--- src/rtl/simple_pkg.sv ---
// Shared types and constants for the bit-serializer front end.
// No logic, no latency.
// No flow control; types only.
package simple_pkg;

  // Serializer control state: waiting for a word, or shifting one out
  typedef enum logic {
    SER_IDLE  = 1'b0,
    SER_SHIFT = 1'b1
  } ser_state_e;

  // Default parallel word width
  localparam int SER_DATA_W = 8;

endpackage

--- src/rtl/simple_bit_serializer.sv ---
// Parallel-to-serial converter: DATA_W-bit words in, one bit per BIT_EN step out.
// Latency: word accepted at edge k shows its first bit after edge k+1.
// Backpressure: one-word holding register; DIN_READY = !HOLD_VLD.
module simple_bit_serializer
  import simple_pkg::*;
#(
  parameter int DATA_W    = SER_DATA_W,
  parameter bit MSB_FIRST = 1'b1,
  parameter bit IDLE_LVL  = 1'b0
) (
  input  logic              CLK,
  input  logic              RST_N,
  input  logic [DATA_W-1:0] DIN,
  input  logic              DIN_VALID,
  output logic              DIN_READY,
  input  logic              BIT_EN,
  output logic              SOUT,
  output logic              SOUT_VALID,
  output logic              WORD_DONE
);

  localparam int CNT_W = $clog2(DATA_W) + 1;
  localparam logic [CNT_W-1:0] CNT_FULL = CNT_W'(DATA_W);
  localparam logic [CNT_W-1:0] CNT_ONE  = CNT_W'(1);

  ser_state_e        state_q, state_d;
  logic [DATA_W-1:0] hold_q, hold_d;
  logic              hold_vld_q, hold_vld_d;
  logic [DATA_W-1:0] shreg_q, shreg_d;
  logic [CNT_W-1:0]  cnt_q, cnt_d;
  logic              word_done_q, word_done_d;

  logic in_shift;
  logic last_bit;
  logic shift_step;
  logic load;
  logic accept;

  // Step qualifiers decoded from current state and the advance strobe.
  // A count of one or less is treated as the last bit so a corrupted
  // count can never strand the shifter.
  always_comb begin
    in_shift   = (state_q == SER_SHIFT);
    last_bit   = in_shift && BIT_EN && (cnt_q <= CNT_ONE);
    shift_step = in_shift && BIT_EN && (cnt_q > CNT_ONE);
    load       = hold_vld_q && ((state_q == SER_IDLE) || last_bit);
    accept     = DIN_VALID && !hold_vld_q;
  end

  // All state flops; async reset discards any partial and held word
  always_ff @(posedge CLK or negedge RST_N) begin
    if (!RST_N) begin
      state_q     <= SER_IDLE;
      hold_q      <= '0;
      hold_vld_q  <= 1'b0;
      shreg_q     <= '0;
      cnt_q       <= '0;
      word_done_q <= 1'b0;
    end else begin
      state_q     <= state_d;
      hold_q      <= hold_d;
      hold_vld_q  <= hold_vld_d;
      shreg_q     <= shreg_d;
      cnt_q       <= cnt_d;
      word_done_q <= word_done_d;
    end
  end

  // Next state: leave IDLE when a word is held, return once the last bit
  // goes with nothing queued behind it
  always_comb begin
    state_d = state_q;
    case (state_q)
      SER_IDLE:  if (hold_vld_q) state_d = SER_SHIFT;
      SER_SHIFT: if (last_bit && !hold_vld_q) state_d = SER_IDLE;
      default:   state_d = SER_IDLE;
    endcase
  end

  // Datapath: load/shift the shift register and fill the holding register.
  // Accept and drain are mutually exclusive because accept needs the
  // holding register empty while drain needs it full.
  always_comb begin
    hold_d      = hold_q;
    hold_vld_d  = hold_vld_q;
    shreg_d     = shreg_q;
    cnt_d       = cnt_q;
    word_done_d = last_bit;
    if (load) begin
      shreg_d    = hold_q;
      cnt_d      = CNT_FULL;
      hold_vld_d = 1'b0;
    end else if (shift_step) begin
      if (MSB_FIRST) shreg_d = shreg_q << 1;
      else           shreg_d = shreg_q >> 1;
      cnt_d = cnt_q - CNT_ONE;
    end else if (last_bit) begin
      cnt_d = '0;
    end
    if (accept) begin
      hold_d     = DIN;
      hold_vld_d = 1'b1;
    end
  end

  // Outputs decoded purely from registers
  always_comb begin
    SOUT       = IDLE_LVL;
    SOUT_VALID = 1'b0;
    if (state_q == SER_SHIFT) begin
      SOUT       = MSB_FIRST ? shreg_q[DATA_W-1] : shreg_q[0];
      SOUT_VALID = 1'b1;
    end
    DIN_READY = !hold_vld_q;
    WORD_DONE = word_done_q;
  end

endmodule

--- config.mk ---
export PLATFORM = sky130hd
export DESIGN_NAME = simple_bit_serializer
export DESIGN_NICKNAME = d
export VERILOG_FILES = /design/src/rtl/simple_pkg.sv /design/src/rtl/simple_bit_serializer.sv
export SDC_FILE = /design/constraint.sdc
export NUM_CORES = 1
export LEC_CHECK = 0
export ABC_CLOCK_PERIOD_IN_PS = 2300
export BUFFER_PORTS_ARGS = -buffer_cell sky130_fd_sc_hd__buf_2
export CAP_MARGIN = 25
export CORE_MARGIN = 2
export CORE_UTILIZATION = 47
export DETAILED_ROUTE_END_ITERATION = 8
export GPL_TIMING_DRIVEN = 1
export HOLD_SLACK_MARGIN = 0.06
export PLACE_DENSITY = 0.78
export SLEW_MARGIN = 15
export SYNTH_ARGS = -nofsm -noshare
export SYNTH_HDL_FRONTEND = slang
export SYNTH_SLANG_ARGS = --single-unit
--- constraint.sdc ---
create_clock -name CLK -period 2.3 [get_ports CLK]
set_input_delay 0.23 -clock CLK [delete_from_list [all_inputs] [get_ports CLK]]
set_output_delay 0.23 -clock CLK [all_outputs]
set_load 0.01 [all_outputs]
# Yosys cells after proc, flatten, opt, wreduce, memory -nomap -nowiden
# Cells that the tools add are included.
word_totals:
  register_bits: 23
  inputBits: 12
  elab_cells: 33
op_classes:
  add_sub_neg: 1
  order_cmp: 2
  n_mux: 12
  n_bitwise: 1
  n_reduce_logical: 11
op_table:
  columns: ["operator", "count"]
  rows:
  - ["2-to-1 mux 8 bit", 2]
  - ["2-to-1 mux 4 bit", 3]
  - ["logical AND 1 bit", 6]
  - ["2-to-1 mux 1 bit", 6]
  - ["greater-than comparator 4 x 1 -> 1 bit (second input constant)", 1]
  - ["less-or-equal comparator 4 x 1 -> 1 bit (second input constant)", 1]
  - ["nonzero test 2 bit", 2]
  - ["subtractor 4 x 1 -> 4 bit (second input constant)", 1]
  - ["nonzero test 3 bit", 1]
  - ["one-hot mux 1 bit (2 select lines)", 1]
  - ["logical NOT 1 bit", 1]
  - ["logical OR 1 bit", 1]
  - ["NOT 1 bit", 1]

# Longest topological paths before layout
depth:
  word_depth: 6
  ltp_mapped: 7
  mapped_depth_nobuf: 6

# Worst setup path before layout
# OpenSTA, ideal clock, no wires.
synth_timing:
  path_kind: "register to register"
  startpoint: "reg cnt_q[0]"
  endpoint: "reg shreg_q[1]"
  setup_time_ns: 0.123
  arrival_time_ns: 1.568
  t_required_ns: 2.177
  path_slack_ns: 0.609
  stages_incl_launch_ff: 8
  period_less_slack_ns: 1.691
  cell_sequence: "dfrtp_1 -> inv_1 -> ha_1 -> o21bai_4 -> nor2_2 -> or2_2 -> buf_2 -> o221a_1"
synth_between:
  elab_chain_len: 5
  word_cells_on_any_way: 8
synth_lines:
  columns: ["item", "line", "rtl"]
  rows:
  - ["start, declared", "simple_bit_serializer.sv:30", "logic [CNT_W-1:0] cnt_q, cnt_d;"]
  - ["start signal, assigned", "simple_bit_serializer.sv:64", "cnt_q <= cnt_d;"]
  - ["less-or-equal comparator 4 x 1 -> 1 bit", "simple_bit_serializer.sv:44", "last_bit = in_shift && BIT_EN && (cnt_q <= CNT_ONE);"]
  - ["logical AND 1 bit", "simple_bit_serializer.sv:44", null]
  - ["logical OR 1 bit", "simple_bit_serializer.sv:46", "load = hold_vld_q && ((state_q == SER_IDLE) || last_bit);"]
  - ["logical AND 1 bit", "simple_bit_serializer.sv:46", null]
  - ["2-to-1 mux 8 bit or nonzero test 2 bit (tied branches)", null, null]
  - ["end signal, assigned", "simple_bit_serializer.sv:63", "shreg_q <= shreg_d;"]
  - ["end, declared", "simple_bit_serializer.sv:29", "logic [DATA_W-1:0] shreg_q, shreg_d;"]
# Several ways; a longest one is shown, not always the timed one.
# A chain may end at the register's enable or synchronous reset.

# Worst setup path after layout
layout_timing:
  startpoint: "reg cnt_q[0]"
  endpoint: "reg shreg_q[4]"
# The elaborated chain is that of the path after synthesis.

==> impl_results.md <==
* Slew HR at 66.3%
* Area leader, netlist: dfrtp_1
* Seq cells post-synth at 23
* Die width at 52.6 µm
* Max Cap Viol at 0
* Hold Path Cell Cnt at 2
* Actual slew at the worst max-slew pin at about 0.51 ns
* Count of final hold-check violations at 0
* H-tree depth at 1
* Pleak at 0.534 nW
* Initial DRT Pass Iterations at 4
* Syn_nets at 107
* Total power at 1.54 mW
* Gpl congestion at 0.752
* Clock tree sinks at 23
* Min Tclk post-route at about 1.8 ns
* Syn_area_per_cell at 11.9 µm²
* Layout cell share with drive strength beyond 1 at between 30% and 40%
* TNS Setup at 0 ns
* Peak VDD IR at 610 µV
* Worst EP required at 2.51 ns
* PortBufs at 15
* Largest net degree at the start of global routing at 24
* Number of fillers in the final layout at 207
* Min-Delay Path Class: in -> reg
* Die Y at 52.6 µm
* Ant diodes at 0
* Die ar. at 2760 µm²
* TritonCTS Buffers at 3
* RSZ-0062 raised after global routing: false
* Worst setup EP type: flop
* CTS tree: yes
* DRT iter0 DRCs at 18
* GRT overflow at 0
* Fmax achieved at 554 MHz
* Number of synthesized flops with an enable pin at 0
* # resized after CTS at 0
* Drt wl/cell at 14.5 µm
* Vias in the first global route at 751
* Commonest non-fill, non-tap cell in the layout: dfrtp_1
* Hold Path Origin: DIN[2]
* Mapped Area at 1110 µm²
* Final Core Density at 56.4%
* Synth top area cells: dfrtp_1, mux2_2, o221a_1
* Clock Path Buffers at 2
* Reg2reg setup slack at 0.50 ns
* Post-Place Cells at 133
* Detailed-placement wirelength estimate at between 1000 and 1500 µm
* Multi-input logic area at ~500 µm²
* Ys flop type: dfrtp_1
* Tot GR Track Use at 17.1%
* Most frequent cells in the layout: dfrtp_1, buf_2, mux2_2, nor2_1
* Clk_lat worst skew at between 0.3 and 0.4 ns
* Asr flop ratio synth at between 90% and 100%
* Setup Crit Path Kind: reg -> reg
* Mapped Cells at 93
* Antenna violations before repair at 0
* Final worst path period share at 78.5%
* Worst R2R Path Depth at 6
* Row count at 17
* Setup Viol. Count Final at 0
* Worst Hold End: hold_q[2]
* Reg area at between 500 and 600 µm²
* Worst reg2reg path endpoint: shreg_q[4]
* PD cells at roughly 1200 nW/µm²
* Core Region at 2210 µm²
* Reg clk slew, reported paths at between 0.1 and 0.15 ns
* Netlist cell types at 32
* CP max FO at 7
* Clk_skew at roughly 0.0013 ns
* Area Overhead vs Synth at 12.5%
* Seq/Total Area, Yosys at 51.9%
* Via Count at 788
* I/O pins at 16
* Yosys warnings at 0
* Final Max Tran Viols at 0
* Root buffer cell: clkbuf_4
* Detail Route Antenna Nets at 0
* Top-area cell type share of the netlist area at 51.9%
* Startpoint Class: flop
* NumNets Final at approximately 130
* Final wirelength at 2000 µm
* RR Startpoint: cnt_q[0]
* First-pass GRT wire length at ~3400 µm
* CP arrival at 2.02 ns
* Post-Layout Cell Count at 138
* Via density at 5.71
* Status: finished, final reports clean
* DRC Markers at 0
* Initial Util at about half
==> how the worst max path moves through the flow <==
stage / from / to / slack (ns) / cells past startpoint
final: cnt_q[0] / shreg_q[4] / 0.50 / 6
after global routing: cnt_q[0] / shreg_q[1] / 0.41 / 6
after CTS: cnt_q[0] / shreg_q[1] / 0.50 / 6
after detailed placement: cnt_q[0] / shreg_q[4] / 0.52 / 6
after global placement: cnt_q[0] / shreg_q[1] / 0.55 / 6
after floorplan: cnt_q[0] / shreg_q[1] / 0.61 / 7
==> synth_stat cells, drive strengths merged (2+ instances only) <==
master and instances:
a21o 2, a21oi 5, a2bb2oi 7, clkbuf 3, dfrtp 23, ha 2, inv 5, mux2 8
nand2 2, nor2 9, o21ai 3, o221a 7, o22ai 2
==> power breakdown <==
part	switching (mW)	internal, mW	leakage (nW)
clock	0.126	0.0651	0.0177
sequential	0.159	0.585	0.263
combinational	0.272	0.337	0.253
total	0.557	0.988	0.534
==> critical path, cell delays in order (launching register included) <==
cell and delay, ns:
dfrtp_1 0.42, inv_1 0.09, ha_1 0.26, o21bai_4 0.10, or3_4 0.35, a21o_4 0.25, o221a_1 0.23
==> sequential cells by signal (all words and copies together) (netlist names) <==
register    flops
WORD_DONE       1
cnt_q           4
hold_q          8
hold_vld_q      1
in_shift        1
shreg_q         8
==> routing by layer <==
| metal | track usage [%] | share of wire, % | vias to the layer above |
|---|---|---|---|
| li1 | - | - | 380 |
| met1 | 22.3 | 45 | 384 |
| met2 | 27.3 | 48 | 22 |
| met3 | 5.71 | 6.4 | 2 |
| met4 | 4.27 | 0.65 | 0 |
| met5 | 0 | 0 | - |
==> per-stage QoR <==
| stage | instance area (µm²) | worst slack, ns | hold WS (ns) |
|---|---|---|---|
| after global routing | 1250 | 0.414 | 0.114 |
| after CTS | 1250 | 0.497 | 0.127 |
| after detailed placement | 1210 | 0.521 | 0.228 |
| final | 1250 | 0.495 | 0.134 |
| after floorplan | 1110 | 0.609 | -0.0656 |
| after global placement | 1210 | 0.551 | 0.224 |
==> logic make-up after synthesis <==
group | Yosys count | share of synthesized area, %
AOI/OAI and AO/OA | 31 | 24.6
DFF | 23 | 51.9
and+or+nand+nor | 19 | 9.03
buffers and inverters | 9 | 3.16
muxes | 9 | 9.03
adders and majority gates | 2 | 2.26
==> cell type report <==
class / count / share of cell area, %
Timing Repair Buffer: 17 / 7.42
Multi-Input combinational cell: 61 / 39.9
Clock buffer: 3 / 1.81
Clock inverter: 1 / 0.401
Inverter: 5 / 1.50
Sequential cell: 23 / 46.1
Tap cell: 28 / 2.81
==> repair_timing <==
item,CTS,global route
hold buffers,1,0
buffers inserted,0,0
hold endpoints to repair,23,0
(Power assumes the default switching activity.)
